**src/rtl/ips2l_uart_status_pkg.sv**
```systemverilog
// Shared constants for the UART status responder: address map bases and read FSM states.
package ips2l_uart_status_pkg;

  localparam logic [7:0] ST_BASE  = 8'h00;
  localparam logic [7:0] EVT_BASE = 8'h10;
  localparam logic [7:0] ID_ADDR  = 8'hF0;

  typedef enum logic [1:0] {
    S_IDLE = 2'd0,
    S_WAIT = 2'd1,
    S_ACK  = 2'd2
  } rd_state_e;

endpackage

```
**src/rtl/ips2l_uart_status_responder_if.sv**
```systemverilog
// Register-read handshake between the UART control block (master) and the status responder (slave).
interface ips2l_uart_status_responder_if;

  // Four-phase level handshake: master raises read_req with uart_rd_addr stable and holds both
  // until read_ack is seen high; status_bus is valid while read_ack is high; master then drops
  // read_req and the slave drops read_ack. rd_busy marks capture..ack-fall.
  logic        read_req;
  logic [7:0]  uart_rd_addr;
  logic        read_ack;
  logic [31:0] status_bus;
  logic        rd_busy;

  modport master (
    output read_req, uart_rd_addr,
    input  read_ack, status_bus, rd_busy
  );

  modport slave (
    input  read_req, uart_rd_addr,
    output read_ack, status_bus, rd_busy
  );

endinterface

```
**src/rtl/ips2l_uart_evt_cnt.sv**
```systemverilog
// Saturating 32-bit event counter; a clear in the same cycle as an increment leaves it at 1.
module ips2l_uart_evt_cnt (
  input  logic        clk,
  input  logic        rst_n,
  input  logic        i_inc,
  input  logic        i_clr,
  output logic [31:0] o_cnt
);

  logic [31:0] r_cnt;

  always_ff @(posedge clk or negedge rst_n) begin
    if (!rst_n) begin
      r_cnt <= '0;
    end else if (i_clr) begin
      r_cnt <= {31'd0, i_inc};
    end else if (i_inc && (r_cnt != 32'hFFFF_FFFF)) begin
      r_cnt <= r_cnt + 32'd1;
    end
  end

  assign o_cnt = r_cnt;

endmodule

```
**src/rtl/ips2l_uart_status_responder.sv**
```systemverilog
// UART status responder: snapshots a status word / event counter / ID on read_req and returns it
// with read_ack after RD_LAT cycles. Define UART_STATUS_CLR_ON_RD_EN for clear-on-read counters.
module ips2l_uart_status_responder
  import ips2l_uart_status_pkg::*;
#(
  parameter int          NUM_ST       = 8,
  parameter int          NUM_EVT      = 4,
  parameter int          RD_LAT       = 2,
  parameter logic [31:0] ID_VAL       = 32'h5043_0001,
  parameter logic [31:0] UNMAPPED_VAL = 32'hDEAD_BEEF
) (
  input  logic                     clk,
  input  logic                     rst_n,
  ips2l_uart_status_responder_if.slave bus,
  input  logic [NUM_ST*32-1:0]     st_in,
  input  logic [NUM_EVT-1:0]       evt_in,
  output rd_state_e                o_dbg_state
);

  localparam logic [3:0] LAT_LOAD = 4'(RD_LAT - 1);

  rd_state_e          r_state;
  logic [3:0]         r_lat_cnt;
  logic [31:0]        r_snap;
  logic [31:0]        r_status;
  logic               r_ack;
  logic               r_busy;
  logic [31:0]        w_sel;
  logic [NUM_EVT-1:0] w_clr;
  logic [31:0]        w_cnt [NUM_EVT];

  for (genvar g = 0; g < NUM_EVT; g++) begin : g_evt
    ips2l_uart_evt_cnt u_cnt (
      .clk   (clk),
      .rst_n (rst_n),
      .i_inc (evt_in[g]),
      .i_clr (w_clr[g]),
      .o_cnt (w_cnt[g])
    );
  end

  always_comb begin
    w_sel = UNMAPPED_VAL;
    if (bus.uart_rd_addr == ID_ADDR) w_sel = ID_VAL;
    for (int k = 0; k < NUM_ST; k++) begin
      if (bus.uart_rd_addr == ST_BASE + 8'(k)) w_sel = st_in[k*32 +: 32];
    end
    for (int k = 0; k < NUM_EVT; k++) begin
      if (bus.uart_rd_addr == EVT_BASE + 8'(k)) w_sel = w_cnt[k];
    end
  end

`ifdef UART_STATUS_CLR_ON_RD_EN
  logic [NUM_EVT-1:0] w_hit;
  logic [NUM_EVT-1:0] r_clr_sel;

  always_comb begin
    w_hit = '0;
    for (int k = 0; k < NUM_EVT; k++) begin
      if (bus.uart_rd_addr == EVT_BASE + 8'(k)) w_hit[k] = 1'b1;
    end
  end

  always_ff @(posedge clk or negedge rst_n) begin
    if (!rst_n) begin
      r_clr_sel <= '0;
    end else if (r_state == S_IDLE && bus.read_req) begin
      r_clr_sel <= w_hit;
    end
  end

  // Clear fires on the same edge that enters ACK, so an aborted read never clears.
  assign w_clr = (r_state == S_WAIT && bus.read_req && r_lat_cnt == 4'd0) ? r_clr_sel : '0;
`else
  assign w_clr = '0;
`endif

  always_ff @(posedge clk or negedge rst_n) begin
    if (!rst_n) begin
      r_state   <= S_IDLE;
      r_lat_cnt <= '0;
      r_snap    <= '0;
      r_status  <= '0;
      r_ack     <= 1'b0;
      r_busy    <= 1'b0;
    end else begin
      case (r_state)
        S_IDLE: begin
          if (bus.read_req) begin
            r_snap    <= w_sel;
            r_lat_cnt <= LAT_LOAD;
            r_busy    <= 1'b1;
            r_state   <= S_WAIT;
          end
        end
        S_WAIT: begin
          if (!bus.read_req) begin
            r_busy    <= 1'b0;
            r_lat_cnt <= '0;
            r_state   <= S_IDLE;
          end else if (r_lat_cnt == 4'd0) begin
            r_status <= r_snap;
            r_ack    <= 1'b1;
            r_state  <= S_ACK;
          end else begin
            r_lat_cnt <= r_lat_cnt - 4'd1;
          end
        end
        S_ACK: begin
          if (!bus.read_req) begin
            r_ack   <= 1'b0;
            r_busy  <= 1'b0;
            r_state <= S_IDLE;
          end
        end
        default: r_state <= S_IDLE;
      endcase
    end
  end

  assign bus.read_ack   = r_ack;
  assign bus.status_bus = r_status;
  assign bus.rd_busy    = r_busy;
  assign o_dbg_state    = r_state;

endmodule

```
**src/flat_wrapper.sv**
```systemverilog
// flat-port wrapper written by rule: the top's interface ports become plain ports
module ips2l_uart_status_responder_flat import ips2l_uart_status_pkg::*;
#(
  parameter int          NUM_ST       = 8,
  parameter int          NUM_EVT      = 4,
  parameter int          RD_LAT       = 2,
  parameter logic [31:0] ID_VAL       = 32'h5043_0001,
  parameter logic [31:0] UNMAPPED_VAL = 32'hDEAD_BEEF
)
  (clk, rst_n, st_in, evt_in, o_dbg_state, bus_read_req, bus_uart_rd_addr, bus_read_ack, bus_status_bus, bus_rd_busy);
  ips2l_uart_status_responder_if bus_i ();
  input  logic clk;
  input  logic rst_n;
  input  logic [NUM_ST*32-1:0] st_in;
  input  logic [NUM_EVT-1:0] evt_in;
  output rd_state_e o_dbg_state;
  input wire logic [$bits(bus_i.read_req)-1:0] bus_read_req;
  input wire logic [$bits(bus_i.uart_rd_addr)-1:0] bus_uart_rd_addr;
  output wire logic [$bits(bus_i.read_ack)-1:0] bus_read_ack;
  output wire logic [$bits(bus_i.status_bus)-1:0] bus_status_bus;
  output wire logic [$bits(bus_i.rd_busy)-1:0] bus_rd_busy;
  assign bus_i.read_req = bus_read_req;
  assign bus_i.uart_rd_addr = bus_uart_rd_addr;
  assign bus_read_ack = bus_i.read_ack;
  assign bus_status_bus = bus_i.status_bus;
  assign bus_rd_busy = bus_i.rd_busy;
  ips2l_uart_status_responder #(.NUM_ST(NUM_ST), .NUM_EVT(NUM_EVT), .RD_LAT(RD_LAT), .ID_VAL(ID_VAL), .UNMAPPED_VAL(UNMAPPED_VAL)) u_core (.clk(clk), .rst_n(rst_n), .bus(bus_i), .st_in(st_in), .evt_in(evt_in), .o_dbg_state(o_dbg_state));
endmodule
```
**config.mk**
```make
export PLATFORM = sky130hd
export DESIGN_NAME = ips2l_uart_status_responder_flat
export DESIGN_NICKNAME = d
export VERILOG_FILES = /design/src/rtl/ips2l_uart_status_pkg.sv /design/src/rtl/ips2l_uart_status_responder_if.sv /design/src/rtl/ips2l_uart_evt_cnt.sv /design/src/rtl/ips2l_uart_status_responder.sv /design/src/flat_wrapper.sv
export SDC_FILE = /design/constraint.sdc
export NUM_CORES = 1
export LEC_CHECK = 0
export CAP_MARGIN = 30
export CORE_MARGIN = 3
export CORE_UTILIZATION = 35
export CTS_CLUSTER_DIAMETER = 40
export DETAILED_ROUTE_END_ITERATION = 8
export HOLD_SLACK_MARGIN = 0.12
export PLACE_DENSITY = 0.74
export SYNTH_ARGS = -nofsm -noshare
export SYNTH_HDL_FRONTEND = slang
export SYNTH_SLANG_ARGS = --single-unit
```
**constraint.sdc**
```tcl
create_clock -name clk -period 1.95 [get_ports clk]
set_input_delay 0.585 -clock clk [delete_from_list [all_inputs] [get_ports clk]]
set_output_delay 0.585 -clock clk [all_outputs]
set_load 0.005 [all_outputs]
```
==> results.cfg, run 1 <==
[sta]
fin_crit_ns = 2.09
fin_crit_sh_pct = 107
final_max_slew_viol_count = 0
relSlewSlack_pct = 67.1
hold_viol = 0
setup_violations = 27
rsz0062_at_grt = yes
clock.fmax_ghz = 0.478
setup_ws_ns = -0.141
worst_pin_slew_ns = 0.491
finClkSkew_ns = 0.0141

[global_routing]
grt_pass1_wl_um = 88900
grt_pass1_vias = 14300
grt-ovfl-total = 0
grt_usage_pct = 30.5
grt_max_degree = 46
antenna_found_initial = 1

[placed_design]
pre_cts_slack_ns = -1.14
numPlacedInstances = 2425
place_hpwl_um = 48400
gp_congestion = 1.02
portBuffers = 306

[worst_setup_path]
cp.arrival_ns = 2.41
worstSetupEndpointType = flop
start_kind = input pin
path_class = input pin to flop
worstPathMaxFanout = 7
critPathRequiredTime_ns = 2.27

[cts]
cts_max_path_buffers = 2
tritoncts = done
worstSkewPairLatency_ns = 0.45
cts-root-buf = clkbuf_16
htreeDepth = 4
cts_num_sinks = 200
cts_buffers = 17
clk_pin_slew_worst_paths_ns = 0.08

[route]
wl_per_cell_um = 24.2
vias_per_cell = 5.75
vias = 14500
drt_iter0_markers = 1465
drt-total-wl_um = 60900
dr.pass1.iters = 5
drc_errors = 0
ant_nets = 0

[synthesis]
yosysUniqueCellTypes = 77
syn-num-nets = 1670
synthArstFlopShare_pct = 100
synth_area_leaders = dfrtp_1, nand2_1, xnor2_1
synth.top_cells.by_count = nand2_1, dfrtp_1, nor2_1
synth.most_common_cell = nand2_1
ys_seq_area_share_pct = 40.1
synth_area_leader_cell = dfrtp_1
synth_seq_cells = 200
synthesis.area_um2 = 12500
synthFlopType = dfrtp_1
avgSynthCellArea_um2 = 8.99
synth_edf_count = 0
yosysTopAreaCellShare_pct = 40.1
yosysWarnings = 0
synthCells = 1389

[finish]
multi_input_area_um2 = 8000
drive_gt1_share_pct = 31.9
fill_cells = 2916
area_growth_pct = 66.7
final_core_util_pct = 59.7
instances_no_fill = 2514
layout.nets = 2325
regArea_um2 = 5010

[pwr]
ir_worst_vdd_mv = 0.760
cellLeakagePower_nw = 9.24
powerDensity_nw_per_um2 = 767

[outcome]
status = finished, violations left
violations = setup timing

[floorplanning]
die_area_um2 = 38000
dieWidth_um = 195
std_cell_rows = 68
core_um2 = 34900
start_util_pct = 35.8
fp.dieH_um = 195
io-pin-count = 307

[hold_path]
min_path_type = flop to flop

[job]
drv_cap = 0
## logic make-up after synthesis
| group | count (synthesis) | synth area share [%] |
|---|---|---|
| adders and majority gates | 10 | 1.00 |
| AOI/OAI and AO/OA | 339 | 17.5 |
| and+or+nand+nor | 542 | 21.5 |
| muxes | 80 | 8.15 |
| buffers and inverters | 101 | 3.54 |
| DFF | 200 | 40.1 |
| xor gates and xnor gates | 117 | 8.21 |
## power breakdown
group / internal (W) / total, W / leakage [nW] / switching [W]
combinational: 0.00339 / 0.00659 / 6.40 / 0.00320
clock: 0.00177 / 0.00353 / 0.283 / 0.00177
sequential: 0.00504 / 0.00585 / 2.56 / 0.000811
total: 0.0102 / 0.0160 / 9.24 / 0.00578
## timing repair
item / in CTS / in global routing
cloned: 0 / 2
buffers inserted: 12 / 45
resized for setup: 88 / 185
setup endpoints to repair: 54 / 115
pin swaps: 26 / 80
endpoints found under the hold margin: 39 / 0
hold buffers: 1 / 0
## area by class of cell
| cell class | instances | share of cell area [%] |
|---|---|---|
| clock inverter | 13 | 0.631 |
| sequential | 200 | 24.0 |
| multi-input combinational | 1088 | 38.4 |
| clock buffer | 19 | 2.18 |
| tap | 455 | 2.73 |
| inverter | 23 | 0.415 |
| timing repair buffer | 714 | 31.5 |
| antenna | 2 | 0.0240 |
## worst max-delay path, cell delays in order
cell and delay (ns):
buf_8 0.10, or4_4 0.68, nor2_8 0.19, a22oi_2 0.11, a221o_1 0.33, a221oi_2 0.32
a311oi_1 0.08
## through the flow
step	hold slack (ns)	power [W]	instance area, µm²	setup TNS [ns]
after floorplan	0.289	0.00807	12700	-3.88
final	0.481	0.0160	20800	-1.59
after CTS	0.486	0.0154	19700	-0.689
after global routing	0.500	0.0167	20800	-4.04
after global placement	0.458	0.0117	18800	-53.08
after detailed placement	0.467	0.0119	18800	-57.42
## cells in the final DEF, fill, tap and decap left out, types with 9 or more instances in the layout
cell,n
xnor2_1,82
dlymetal6s2s_1,10
xor2_1,35
mux2i_1,42
and3_1,16
dfrtp_1,199
o21ai_1,31
nand2_1,193
buf_6,25
nor2_2,10
nor2_1,97
buf_12,22
inv_1,23
nor2b_1,10
a31oi_1,10
and2_1,9
nand3_1,47
buf_4,359
nor3_1,17
o221ai_1,9
clkbuf_16,19
o211ai_1,9
o21ai_2,11
nand4_1,38
a21oi_1,61
o22ai_1,31
mux4_2,15
o21ai_0,40
a21oi_2,17
mux2_2,22
clkdlybuf4s50_1,281
## final timing paths
path,start,end,slack (ns),depth (start not counted)
max,bus_uart_rd_addr[6],u_core.r_snap[1]$_DFFE_PN0P_,-0.14,7
min,u_core.bus.status_bus[14]$_DFFE_PN0P_,u_core.bus.status_bus[14]$_DFFE_PN0P_,0.48,2
max in group asynchronous,rst_n,u_core.g_evt[1].u_cnt.o_cnt[13]$_DFFE_PN0P_,0.69,3
max reg2reg,u_core.g_evt[0].u_cnt.o_cnt[16]$_DFFE_PN0P_,u_core.g_evt[0].u_cnt.o_cnt[29]$_DFFE_PN0P_,-0.11,7
min in group asynchronous,rst_n,u_core.r_lat_cnt[2]$_DFFE_PN0P_,0.64,2
min reg2reg,u_core.bus.status_bus[14]$_DFFE_PN0P_,u_core.bus.status_bus[14]$_DFFE_PN0P_,0.48,2
## per-layer routing
layer	global-route usage [%]	vias up	part of all wire [%]
met5	0	-	0
met4	9.93	0	3.7
li1	-	6406	-
met3	5.58	145	8.8
met1	41.8	7135	41
met2	49.0	779	47
## sequential cells by signal (all words and copies together), names as in the netlist
register	count
u_core.bus.status_bus	32
u_core.g_evt.u_cnt.o_cnt	128
u_core.r_lat_cnt	4
u_core.bus.rd_busy	1
u_core.r_snap	32
u_core.bus.read_ack	1
u_core.o_dbg_state	2
No activity file was read; power rests on OpenSTA's default activity.
==> inputs of run 2 (changes only) <==
SLEW_MARGIN = 20   (was default)
==> results of run 2 <==
The final DEF is identical to that of run 1; final timing and power are the same.
